File: config.mk
export PLATFORM = sky130hd
export DESIGN_NAME = mnist_infer_sched
export DESIGN_NICKNAME = d
export VERILOG_FILES = /design/src/rtl/mnist_infer_sched.sv
export SDC_FILE = /design/constraint.sdc
export NUM_CORES = 1
export LEC_CHECK = 0
export CELL_PAD_IN_SITES_DETAIL_PLACEMENT = 1
export CELL_PAD_IN_SITES_GLOBAL_PLACEMENT = 1
export CORE_ASPECT_RATIO = 0.9
export CORE_MARGIN = 4
export CORE_UTILIZATION = 40
export CTS_CLUSTER_SIZE = 25
export DETAILED_ROUTE_END_ITERATION = 8
export PLACE_DENSITY = 0.77
export SYNTH_ARGS = -nofsm -noshare
export SYNTH_HDL_FRONTEND = slang
export SYNTH_SLANG_ARGS = --single-unit
File: constraint.sdc
create_clock -name clk -period 1.95 [get_ports clk]
set_clock_uncertainty 0.2 [all_clocks]
set_input_delay 0.39 -clock clk [delete_from_list [all_inputs] [get_ports clk]]
set_output_delay 0.39 -clock clk [all_outputs]
set_load 0.005 [all_outputs]
File: src/rtl/mnist_infer_sched.sv
// mnist_infer_sched
//   Inference scheduler between the board run button / switches and the MNIST
//   accelerator. Debounces the run button, selects a single image or sweeps
//   all stored images, drives the image-load and start handshakes, waits for
//   done under a watchdog and scores each prediction against its label.
//
//   Optional feature: define SCHED_PERF_EN to add perf_cycles, a saturating
//   count of busy cycles for the last accepted batch.
//
// Ports:
//   clk, rst      clock; synchronous active-high reset
//   btn_run       raw asynchronous run button
//   mode_cont     1 = sweep all images, 0 = single image (sampled at accept)
//   img_sel_sw    single-mode image index (sampled at accept)
//   exp_label     label of image img_sel (combinational from top level)
//   accel_done    accelerator done level; accel_pred valid while high
//   accel_pred    accelerator predicted digit
//   img_sel       current image index
//   img_load      image-load strobe, held LOAD_CYC cycles
//   accel_start   one-cycle start pulse
//   busy          high in any state other than IDLE
//   batch_done    one-cycle pulse at batch end
//   last_pred     last latched prediction
//   pass          last_pred matched its image label
//   run_cnt       images completed in the current batch
//   correct_cnt   passes in the current batch
//   timeout_err   watchdog expired; sticky until the next accepted run
//   perf_cycles   (SCHED_PERF_EN only) busy cycles of the last batch
module mnist_infer_sched #(
  parameter int NUM_IMG      = 4,
  parameter int IDX_W        = 2,
  parameter int DEBOUNCE_CYC = 16,
  parameter int LOAD_CYC     = 2,
  parameter int TIMEOUT_CYC  = 4096
) (
  input  logic             clk,
  input  logic             rst,
  input  logic             btn_run,
  input  logic             mode_cont,
  input  logic [IDX_W-1:0] img_sel_sw,
  input  logic [3:0]       exp_label,
  input  logic             accel_done,
  input  logic [3:0]       accel_pred,
  output logic [IDX_W-1:0] img_sel,
  output logic             img_load,
  output logic             accel_start,
  output logic             busy,
  output logic             batch_done,
  output logic [3:0]       last_pred,
  output logic             pass,
  output logic [IDX_W:0]   run_cnt,
  output logic [IDX_W:0]   correct_cnt,
  output logic             timeout_err
`ifdef SCHED_PERF_EN
  ,
  output logic [23:0]      perf_cycles
`endif
);

  localparam int DB_W = $clog2(DEBOUNCE_CYC + 1);
  localparam int LD_W = $clog2(LOAD_CYC + 1);
  localparam int WD_W = $clog2(TIMEOUT_CYC + 1);
  localparam logic [IDX_W-1:0] LAST_IMG = IDX_W'(NUM_IMG - 1);

  typedef enum logic [2:0] {
    S_IDLE, S_LOAD, S_START, S_WAIT, S_CHECK, S_NEXT, S_FINISH
  } state_t;

  state_t            state;
  logic [1:0]        btn_sync;
  logic [DB_W-1:0]   db_cnt;
  logic              db_level;
  logic              run_req;
  logic              done_q;
  logic              done_rise;
  logic              mode_q;
  logic [LD_W-1:0]   load_cnt;
  logic [WD_W-1:0]   wd_cnt;

  // Button synchronizer and debouncer; run_req pulses on an accepted 0->1.
  always_ff @(posedge clk) begin
    if (rst) begin
      btn_sync <= '0;
      db_cnt   <= '0;
      db_level <= 1'b0;
      run_req  <= 1'b0;
    end else begin
      btn_sync <= {btn_sync[0], btn_run};
      run_req  <= 1'b0;
      if (btn_sync[1] == db_level) begin
        db_cnt <= '0;
      end else if (db_cnt == DB_W'(DEBOUNCE_CYC - 1)) begin
        db_level <= btn_sync[1];
        db_cnt   <= '0;
        run_req  <= btn_sync[1];
      end else begin
        db_cnt <= db_cnt + 1'b1;
      end
    end
  end

  always_ff @(posedge clk) begin
    if (rst) done_q <= 1'b0;
    else     done_q <= accel_done;
  end

  assign done_rise = accel_done & ~done_q;

  always_ff @(posedge clk) begin
    if (rst) begin
      state       <= S_IDLE;
      mode_q      <= 1'b0;
      load_cnt    <= '0;
      wd_cnt      <= '0;
      img_sel     <= '0;
      img_load    <= 1'b0;
      accel_start <= 1'b0;
      busy        <= 1'b0;
      batch_done  <= 1'b0;
      last_pred   <= '0;
      pass        <= 1'b0;
      run_cnt     <= '0;
      correct_cnt <= '0;
      timeout_err <= 1'b0;
    end else begin
      unique case (state)
        S_IDLE: begin
          if (run_req) begin
            img_sel     <= mode_cont ? '0 : img_sel_sw;
            mode_q      <= mode_cont;
            run_cnt     <= '0;
            correct_cnt <= '0;
            timeout_err <= 1'b0;
            load_cnt    <= '0;
            img_load    <= 1'b1;
            busy        <= 1'b1;
            state       <= S_LOAD;
          end
        end
        S_LOAD: begin
          if (load_cnt == LD_W'(LOAD_CYC - 1)) begin
            img_load    <= 1'b0;
            accel_start <= 1'b1;
            state       <= S_START;
          end else begin
            load_cnt <= load_cnt + 1'b1;
          end
        end
        S_START: begin
          accel_start <= 1'b0;
          wd_cnt      <= '0;
          state       <= S_WAIT;
        end
        S_WAIT: begin
          if (done_rise) begin
            last_pred <= accel_pred;
            pass      <= (accel_pred == exp_label);
            state     <= S_CHECK;
          end else if (wd_cnt == WD_W'(TIMEOUT_CYC - 2)) begin
            // This cycle's increment would reach TIMEOUT_CYC-1: expire now.
            timeout_err <= 1'b1;
            batch_done  <= 1'b1;
            state       <= S_FINISH;
          end else begin
            wd_cnt <= wd_cnt + 1'b1;
          end
        end
        S_CHECK: begin
          run_cnt     <= run_cnt + 1'b1;
          correct_cnt <= correct_cnt + (IDX_W+1)'(pass);
          if (mode_q && (img_sel != LAST_IMG)) begin
            state <= S_NEXT;
          end else begin
            batch_done <= 1'b1;
            state      <= S_FINISH;
          end
        end
        S_NEXT: begin
          img_sel  <= img_sel + 1'b1;
          load_cnt <= '0;
          img_load <= 1'b1;
          state    <= S_LOAD;
        end
        S_FINISH: begin
          batch_done <= 1'b0;
          busy       <= 1'b0;
          state      <= S_IDLE;
        end
        default: state <= S_IDLE;
      endcase
    end
  end

`ifdef SCHED_PERF_EN
  always_ff @(posedge clk) begin
    if (rst) begin
      perf_cycles <= '0;
    end else if ((state == S_IDLE) && run_req) begin
      perf_cycles <= '0;
    end else if (busy && (perf_cycles != '1)) begin
      perf_cycles <= perf_cycles + 1'b1;
    end
  end
`endif

endmodule

==> results of run 1 <==
-- metrics by stage --
step | std cells | power, mW | area, µm²
final | 405 | 1.68 | 3120
after global routing | 405 | 1.75 | 3120
after CTS | 402 | 1.70 | 3070
after detailed placement | 395 | 1.10 | 2970
after global placement | 395 | 1.10 | 2970
after floorplan | 272 | 1.04 | 2360
-- critical path, cell delays in order (launching register included) --
cell and delay (ns):
dfxtp_2 0.33, inv_1 0.04, ha_2 0.18, buf_4 0.13, nand2b_1 0.11, o21ai_1 0.13
buf_4 0.18, a211oi_1 0.30, mux2i_1 0.21
-- cells by family (layout without fill, tap and decap cells) --
family / Yosys count / count (layout) / synth area share, %
buf+inv: 24 / 87 / 5.08
mux: 7 / 7 / 2.96
fa+ha+maj: 9 / 9 / 4.76
compound gates: 68 / 68 / 18.7
flops: 47 / 47 / 39.8
xor+xnor: 9 / 9 / 3.33
simple gates: 108 / 108 / 25.4
-- final cells by class --
| type | instances | area [µm²] | share of cell area [%] |
|---|---|---|---|
| multi-input cells | 201 | 1350 | 43.2 |
| flip-flops and latches | 47 | 943 | 30.2 |
| repair buffers | 70 | 618 | 19.8 |
| well taps | 70 | 87.6 | 2.80 |
| clock buffers | 6 | 82.6 | 2.64 |
| inverters | 10 | 37.5 | 1.20 |
| clock inverters | 1 | 5.00 | 0.160 |
-- cells in the final DEF (no fill, tap or decap), types with 5 or more instances in the layout --
master and instances:
xor2_1 7, nand2b_1 7, clkdlybuf4s50_1 32, or4_1 5
clkbuf_8 6, nand3_1 8, o31ai_1 6, inv_1 10
o21ai_0 12, nor2b_1 6, nor2_1 18, a21oi_1 18
ha_1 8, dfxtp_1 45, or3_1 5, mux2i_1 7
buf_4 37, nand2_1 26
-- registers in the layout, summed over array words and instances, names as in the netlist, 2 cells and up --
register / count
img_sel: 2
state: 3
correct_cnt: 3
last_pred: 4
run_cnt: 3
btn_sync: 2
db_cnt: 5
wd_cnt: 13
load_cnt: 2
-- path summary, 6_finish.rpt --
kind,end,slack [ns],depth (start not counted)
max,wd_cnt[10],0.07,8
min,btn_sync[1],0.25,1
max reg2reg,wd_cnt[10],0.07,8
min reg2reg,btn_sync[1],0.25,1
-- timing repair --
| action | 4_1_cts | 5_1_grt |
|---|---|---|
| endpoints found under the hold margin | 0 | 0 |
| gates resized for setup | 3 | 11 |
| setup buffers | 0 | 4 |
| pin swaps | 1 | 6 |
| setup endpoints to repair | 3 | 17 |
-- power by group --
part	internal [mW]	total (mW)	leakage, nW	switching [mW]
Combinational	0.0588	0.105	0.706	0.0463
Clock	0.279	0.605	0.0470	0.326
Sequential	0.967	0.972	0.380	0.00504
-- layer usage --
layer,vias to the layer above,track usage (%),part of all wire (%)
li1,1116,-,-
met1,1092,24.5,47
met2,28,32.6,49
met3,7,3.25,2.4
met4,0,4.91,1.0
met5,-,0,0
==> key figures, run 1 <==
Floorplan
  • Core Region: 0.00569 mm²
  • Die Height: 80.9 µm
  • Die area: 0.00721 mm²
  • Die Wd: 89.1 µm
  • # IOs: 33
  • Initial core utilization: 41.5%
  • Rows: 26

Clocking
  • CTS Sinks: 47
  • H-tree Lvls: 2
  • Max Root-Sink Buffers: 2
  • Hold Buf Count CTS: 0
  • Clock latency on the worst-skew pair: 0.30 ns
  • Num CTS Buffers: 5
  • Clk slew on worst S/H paths: 0.09 ns
  • Root buffer cell: clkbuf_8
  • CTS tree: built

Placement
  • GP Congestion: 0.778
  • Port bufs: 32
  • Pre-CTS WS: -0.509 ns
  • Hpwl dp: 4810 µm

Global route
  • Grt total ovfl: 0
  • Gr usage total: 19.0%
  • Vias in the first global route: 2256
  • Initial antenna violation count: 0
  • Largest net degree at the start of global routing: 32
  • First-pass GRT wire length: 10700 µm

Synthesis
  • Post-synthesis sequential area ratio: 39.8%
  • Cell taking the most area after synthesis: dfxtp_1
  • Avg Inst Size Synth: 8.69 µm²
  • Main synth FF type: dfxtp_1
  • Mapped Area: 0.00236 mm²
  • Top-count cell post-synth: dfxtp_1
  • Synth warn: 0
  • Gate Count Post-Synth: 272
  • Flop and latch count out of synthesis: 47
  • Post-synth top cells: dfxtp_1, nand2_1, a21oi_1, nor2_1, o21ai_0
  • Syn Nets: 296
  • Synth top area cells: dfxtp_1, ha_1, nand2_1, a21oi_1, nor2_1
  • Top cell type's share of synthesized area: 39.8%
  • Cell variety after synth: 52
  • Post-synth EDFFs: 0
  • Asr flop ratio synth: 0%

Critical path
  • Crit. End Element: flop
  • Setup crit start: wd_cnt[0]
  • WP data arrival: 1.91 ns
  • Critical R2R Launch: wd_cnt[0]
  • Required time worst endpoint: 1.98 ns
  • Crit path launch type: flop
  • Critical Path Fanout Max: 2
  • Crit path kind: reg2reg

Detailed routing
  • Detailed Route WL: 6500 µm
  • Iteration-0 DRC Markers: 72
  • Drt wl/cell: 16.0 µm
  • Remaining DRCs: 0
  • Vias: 2243
  • Drt pass-1 iters: 4
  • Final ANT Viol Nets: 0
  • Vias per Instance: 5.54

Layout
  • Finished Core Util: 54.9%
  • Area Overhead vs Synth: 32.1%
  • Fillcell total: 683
  • Nets@finish: 359
  • N_diodes: 0
  • Layout cells sized above 1: 19.1%

Timing
  • Fmax: 533 MHz
  • Worst Tran Pin Value: 0.501 ns
  • Fin crit share: 96.2%
  • Final Worst Setup Slack: 0.0750 ns
  • # setup viols final: 0
  • Total negative slack: 0 ns
  • Slew Viols, Final: 0
  • Slew HR: 66.2%
  • Min Clock Period, post-route: 1.88 ns
  • Hold Violations, Final: 0
  • Hold Worst Slack: 0.251 ns

Power and ir drop
  • Cell leakage power: 1.13 nW
  • Power per standard cell area: 538 mW/mm²
  • Worst VDD drop: 386 µV

Status
  • Status: finished, final reports clean

Worst hold path
  • Min-delay worst type: reg2reg
  • Hold path startpoint: btn_sync[0]

Job
  • Max capacitance violation total: 0
Note: power is estimated with default switching activity, not from simulation.
==> inputs of run 2 (changes only) <==
--- a/config.mk
+++ b/config.mk
@@ -9,10 +9,10 @@
 export CELL_PAD_IN_SITES_GLOBAL_PLACEMENT = 1
 export CORE_ASPECT_RATIO = 0.9
 export CORE_MARGIN = 4
-export CORE_UTILIZATION = 40
+export CORE_UTILIZATION = 37
 export CTS_CLUSTER_SIZE = 25
 export DETAILED_ROUTE_END_ITERATION = 8
-export PLACE_DENSITY = 0.77
+export PLACE_DENSITY = 0.74
 export SYNTH_ARGS = -nofsm -noshare
 export SYNTH_HDL_FRONTEND = slang
 export SYNTH_SLANG_ARGS = --single-unit
==> constraint.sdc (replaced) <==
create_clock -name clk -period 1.7 [get_ports clk]
set_clock_uncertainty 0.2 [all_clocks]
set_input_delay 0.34 -clock clk [delete_from_list [all_inputs] [get_ports clk]]
set_output_delay 0.34 -clock clk [all_outputs]
set_load 0.005 [all_outputs]
==> key figures, run 2 (same netlist as run 1, synthesis figures left out) <==
Layout
  • N_diodes: 0 (unchanged)
  • Nets@finish: 394 (was 359)
  • Layout cells sized above 1: 38.3% (was 19.1%)
  • Top reg by flops: wd_cnt (unchanged)
  • Finished Core Util: 58.9% (was 54.9%)
  • Most frequent cells in the layout: buf_4, dfxtp_1, nand2_1 (was dfxtp_1, buf_4, clkdlybuf4s50_1)
  • Most common cell after layout, fill and taps aside: buf_4 (was dfxtp_1)
  • Top flop regs: wd_cnt (13), db_cnt (5), last_pred (4) (unchanged)
  • Post-Layout Inst Area: 0.00362 mm² (was 0.00312 mm²)
  • Area Overhead vs Synth: 53.2% (was 32.1%)
  • Number of flip-flops in the largest register: 13 (unchanged)
  • Fillcell total: 723 (was 683)

Clocking
  • Root buffer cell: clkbuf_8 (unchanged)
  • H-tree Lvls: 2 (unchanged)
  • Clock latency on the worst-skew pair: 0.30 ns (about the same)
  • Hold Buf Count CTS: 0 (unchanged)
  • Clk slew on worst S/H paths: 0.09 ns (about the same)
  • Num CTS Buffers: 5 (unchanged)
  • CTS Sinks: 47 (unchanged)
  • Max Root-Sink Buffers: 2 (unchanged)
  • CTS tree: built (unchanged)

Detailed routing
  • Final ANT Viol Nets: 0 (unchanged)
  • Vias: 2379 (was 2243)
  • Vias per Instance: 5.19 (was 5.54)
  • Drt pass-1 iters: 4 (unchanged)
  • Remaining DRCs: 0 (unchanged)
  • Detailed Route WL: 7370 µm (was 6500 µm)
  • Drt wl/cell: 16.1 µm (was 16.0 µm)
  • Iteration-0 DRC Markers: 146 (was 72)

Timing
  • Fmax: 540 MHz (was 533 MHz)
  • Slew Viols, Final: 0 (unchanged)
  • RSZ-0062 raised after global routing: yes
  • Hold Violations, Final: 0 (unchanged)
  • Min Clock Period, post-route: 1.85 ns (was 1.88 ns)
  • # setup viols final: 14 (was 0)
  • Fin crit share: 109% (was 96.2%)
  • Slew HR: 67.3% (was 66.2%)
  • Worst Tran Pin Value: 0.486 ns (was 0.501 ns)
  • Final Worst Setup Slack: -0.153 ns (was 0.0750 ns)

Critical path
  • Crit path kind: reg2reg (unchanged)
  • Crit path launch type: flop (unchanged)
  • Critical Path Fanout Max: 4 (was 2)
  • Required time worst endpoint: 1.73 ns (was 1.98 ns)
  • Crit. End Element: flop (unchanged)
  • WP data arrival: 1.88 ns (was 1.91 ns)

Floorplan
  • Die Height: 83.8 µm (was 80.9 µm)
  • # IOs: 33 (unchanged)
  • Die Wd: 92.3 µm (was 89.1 µm)
  • Rows: 27 (was 26)
  • Die area: 0.00774 mm² (was 0.00721 mm²)
  • Core Region: 0.00615 mm² (was 0.00569 mm²)
  • Initial core utilization: 38.5% (was 41.5%)

Placement
  • Placed cell areas: 0.00321 mm² (was 0.00297 mm²)
  • GP Congestion: 0.768 (was 0.778)
  • Pre-CTS WS: -0.446 ns (was -0.509 ns)
  • Hpwl dp: 5070 µm (was 4810 µm)
  • Port bufs: 32 (unchanged)

Global route
  • Vias in the first global route: 2541 (was 2256)
  • Largest net degree at the start of global routing: 17 (was 32)
  • First-pass GRT wire length: 12300 µm (was 10700 µm)
  • Initial antenna violation count: 0 (unchanged)
  • Grt total ovfl: 0 (unchanged)
  • Gr usage total: 19.8% (was 19.0%)

Job
  • Max capacitance violation total: 0 (unchanged)

Power and ir drop
  • PnR Total Power: 1.94 mW (was 1.68 mW)
  • Power per standard cell area: 535 mW/mm² (was 538 mW/mm²)
  • Worst VDD drop: 463 µV (was 386 µV)
  • Cell leakage power: 1.51 nW (was 1.13 nW)

Status
  • Status: finished with violations (was finished, final reports clean)
  • Failing checks: negative setup slack

Worst hold path
  • Min-delay worst type: reg2reg (unchanged)
[run 2: per-layer routing]
metal	vias up	wire, µm	GRT usage, %
met5	-	0	0
met4	0	108	6.07
met3	8	241	3.07
met2	33	3780	34.7
met1	1154	3230	24.8
li1	1184	-	-
[run 2: final timing paths]
| kind | startpoint | end | slack [ns] | cells past startpoint |
|---|---|---|---|---|
| worst max register to register | wd_cnt[0] | wd_cnt[1] | -0.15 | 7 |
| worst min register to register | db_cnt[0] | db_cnt[0] | 0.23 | 1 |
| worst max-delay path | wd_cnt[0] | wd_cnt[1] | -0.15 | 7 |
| worst min-delay path | db_cnt[0] | db_cnt[0] | 0.23 | 1 |
[run 2: metrics by stage]
stage | TNS (ns) | std cells | hold slack (ns)
after floorplan | -0.0133 | 272 | 0.214
after global placement | -5.23 | 441 | 0.217
after detailed placement | -6.52 | 441 | 0.227
after CTS | -1.12 | 456 | 0.249
after global routing | -2.84 | 458 | 0.257
final | -1.26 | 458 | 0.226
[run 2: power by group]
part	internal, mW	leakage, nW	switching (mW)	total, mW
clock network	0.287	0.0402	0.397	0.684
registers	1.11	0.389	0.00544	1.11
logic	0.0768	1.08	0.0605	0.137
[run 2: worst max-delay path: stages, from the launching register on]
cell and delay, ns:
dfxtp_2 0.36, inv_2 0.05, ha_4 0.16, nand3b_1 0.15
nor4_4 0.06, buf_4 0.16, or4_1 0.47, a31oi_1 0.16
[run 2: area by class of cell]
type | instances | area (µm²) | share of cell area, %
multi-input cells | 201 | 1520 | 42.0
well taps | 87 | 109 | 3.01
clock buffers | 5 | 68.8 | 1.90
flip-flops and latches | 47 | 965 | 26.6
inverters | 10 | 37.5 | 1.04
clock inverters | 3 | 20.0 | 0.553
repair buffers | 105 | 902 | 24.9
[run 2: repair_timing]
item | in CTS | in global routing
buffers inserted | 6 | 2
resized for setup | 52 | 33
pin swaps | 13 | 9
cloned | 1 | 0
endpoints found under the setup margin | 43 | 34
==> inputs of run 3 (changes only) <==
--- a/config.mk
+++ b/config.mk
@@ -7,7 +7,6 @@
 export LEC_CHECK = 0
 export CELL_PAD_IN_SITES_DETAIL_PLACEMENT = 1
 export CELL_PAD_IN_SITES_GLOBAL_PLACEMENT = 1
-export CORE_ASPECT_RATIO = 0.9
 export CORE_MARGIN = 4
 export CORE_UTILIZATION = 37
 export CTS_CLUSTER_SIZE = 25
==> key figures, run 3 (same netlist as run 1, synthesis figures left out) <==
Clocking
  • Clock latency on the worst-skew pair: 0.30 ns (about the same)
  • Hold Buf Count CTS: 0 (unchanged)
  • Max Root-Sink Buffers: 2 (unchanged)
  • Num CTS Buffers: 5 (unchanged)
  • H-tree Lvls: 2 (unchanged)
  • CTS tree: built (unchanged)
  • Clk slew on worst S/H paths: 0.10 ns (was 0.09 ns)
  • Root buffer cell: clkbuf_8 (unchanged)
  • CTS Sinks: 47 (unchanged)

Global route
  • Initial antenna violation count: 0 (unchanged)
  • Grt total ovfl: 0 (unchanged)
  • Largest net degree at the start of global routing: 16 (was 17)
  • First-pass GRT wire length: 12800 µm (was 12300 µm)
  • Gr usage total: 21.0% (was 19.8%)
  • Vias in the first global route: 2621 (was 2541)

Timing
  • # setup viols final: 17 (was 14)
  • Min Clock Period, post-route: 1.89 ns (was 1.85 ns)
  • Total negative slack: -2.11 ns (was -1.26 ns)
  • Slew HR: 73.2% (was 67.3%)
  • Fmax: 528 MHz (was 540 MHz)
  • RSZ-0062 raised after global routing: yes (unchanged)
  • Final Worst Setup Slack: -0.194 ns (was -0.153 ns)
  • Worst Tran Pin Value: 0.401 ns (was 0.486 ns)
  • Hold Violations, Final: 0 (unchanged)
  • Fin crit share: 111% (was 109%)
  • Slew Viols, Final: 0 (unchanged)

Power and ir drop
  • Power per standard cell area: 541 mW/mm² (was 535 mW/mm²)
  • Cell leakage power: 1.61 nW (was 1.51 nW)
  • Seq pwr share: 54.4% (was 57.6%)
  • Switching part of the total: 23.6% (was 23.9%)
  • Switching Power: 0.484 mW (was 0.463 mW)
  • Worst VDD drop: 422 µV (was 463 µV)
  • Clk pwr share: 37.9% (was 35.3%)
  • Comb pwr share: 7.6% (was 7.1%)
  • PnR Total Power: 2.05 mW (was 1.94 mW)
  • P_int: 1.56 mW (was 1.47 mW)

Layout
  • Area Overhead vs Synth: 60.0% (was 53.2%)
  • Nets@finish: 403 (was 394)
  • Most common cell after layout, fill and taps aside: buf_4 (unchanged)
  • Layout cells sized above 1: 43.4% (was 38.3%)
  • Post-Layout Inst Area: 0.00378 mm² (was 0.00362 mm²)
  • Most frequent cells in the layout: buf_4, dfxtp_2, dfxtp_1 (was buf_4, dfxtp_1, nand2_1)
  • Finished Core Util: 62.4% (was 58.9%)
  • Top flop regs: wd_cnt (13), db_cnt (5), last_pred (4) (unchanged)
  • Number of flip-flops in the largest register: 13 (unchanged)
  • N_diodes: 0 (unchanged)
  • Top reg by flops: wd_cnt (unchanged)

Placement
  • Port bufs: 32 (unchanged)
  • Hpwl dp: 5410 µm (was 5070 µm)
  • Pre-CTS WS: -0.432 ns (was -0.446 ns)
  • GP Congestion: 0.777 (was 0.768)
  • Placed cell areas: 0.00323 mm² (was 0.00321 mm²)

Critical path
  • Critical R2R Launch: wd_cnt[0] (unchanged)
  • Worst Reg2Reg Path Length in Cells: 7 (unchanged)
  • R2R Setup Slk: -0.19 ns (was -0.15 ns)
  • Critical Path Fanout Max: 3 (was 4)
  • Crit path launch type: flop (unchanged)
  • Required time worst endpoint: 1.74 ns (was 1.73 ns)
  • WP data arrival: 1.93 ns (was 1.88 ns)
  • Crit path kind: reg2reg (unchanged)
  • Crit. End Element: flop (unchanged)
  • RR Endpoint: wd_cnt[5] (was wd_cnt[1])

Status
  • Status: finished with violations (unchanged)
  • Failing checks: negative setup slack (unchanged)

Detailed routing
  • Final ANT Viol Nets: 0 (unchanged)
  • Drt wl/cell: 19.7 µm (was 16.1 µm)
  • Drt pass-1 iters: 4 (unchanged)
  • Remaining DRCs: 0 (unchanged)
  • Detailed Route WL: 8980 µm (was 7370 µm)
  • Vias per Instance: 5.57 (was 5.19)
  • Vias: 2535 (was 2379)
  • Iteration-0 DRC Markers: 74 (was 146)

Floorplan
  • Rows: 28 (was 27)
  • Core Region: 0.00606 mm² (was 0.00615 mm²)
  • Die area: 0.00773 mm² (was 0.00774 mm²)
  • # IOs: 33 (unchanged)
  • Die Height: 87.9 µm (was 83.8 µm)
  • Die Wd: 87.9 µm (was 92.3 µm)
  • Initial core utilization: 39.0% (was 38.5%)

Worst hold path
  • Worst Hold End: done_q (was db_cnt[0])
  • Min-delay worst type: in2reg (was reg2reg)
  • Hold path startpoint: accel_done (was db_cnt[0])
  • Worst hold stages: 3 (was 1)

Job
  • Max capacitance violation total: 0 (unchanged)
## run 3: cell count changes in the layout (fill, tap and decap cells not counted), moves of 3 or more
| cell | before | now |
|---|---|---|
| dlymetal6s2s_1 | 6 | 10 |
| a21oi_1 | 17 | 14 |
| dfxtp_2 | 19 | 23 |
| dfxtp_1 | 28 | 23 |
| dlygate4sd2_1 | 12 | 8 |
| buf_4 | 67 | 71 |
| a21oi_2 | 3 | 6 |
| buf_6 | 3 | 11 |
## run 3: final cells by class
class | instances | area (µm²)
clock buffers | 7 | 96.3
clock inverters | 1 | 7.51
fillers | 696 | 2280
inverters | 10 | 37.5
multi-input cells | 201 | 1580
flip-flops and latches | 47 | 973
well taps | 75 | 93.8
repair buffers | 114 | 992
## run 3: per-stage QoR
stage                     std cells  hold WS (ns)
after CTS                       449         0.251
after global routing            455         0.268
after detailed placement        435         0.236
final                           455         0.238
after global placement          435         0.229
after floorplan                 272         0.214
## run 3: routing by layer
layer	track usage (%)	part of all wire (%)	up-vias
li1	-	-	1193
met1	26.9	42	1295
met2	36.2	54	37
met3	3.10	2.2	10
met4	6.42	1.5	0
met5	0	0	-
## run 3: power groups by stage
stage / Clock, mW / Sequential, mW / Combinational [mW]
2_1_floorplan: 0 / 1.14 / 0.0480
3_3_place_gp: 0 / 1.14 / 0.133
3_5_place_dp: 0 / 1.14 / 0.137
4_1_cts: 0.783 / 1.12 / 0.143
5_1_grt: 0.843 / 1.12 / 0.166
6_report: 0.776 / 1.11 / 0.156
## run 3: how the worst max path moves through the flow
| stage | from | end | slack, ns | depth (start not counted) |
|---|---|---|---|---|
| final | wd_cnt[0] | wd_cnt[5] | -0.19 | 7 |
| after detailed placement | accel_done | wd_cnt[12] | -0.43 | 5 |
| after global routing | wd_cnt[0] | wd_cnt[5] | -0.24 | 7 |
| after floorplan | accel_done | wd_cnt[12] | -0.007 | 5 |
| after CTS | wd_cnt[0] | wd_cnt[9] | -0.12 | 7 |
| after global placement | accel_done | wd_cnt[12] | -0.34 | 5 |
## run 3: timing repair
action,CTS,global route
buffers inserted,5,6
pin swaps,14,13
gates cloned,1,0
gates resized for setup,57,55
setup endpoints to repair,43,47
## run 3: critical path, stage by stage, from the launching register on
cell and delay [ns]:
dfxtp_2 0.37, inv_2 0.05, ha_4 0.16, nand3b_1 0.16, nor4_4 0.08, buf_4 0.16, or4_4 0.51, a21oi_2 0.14
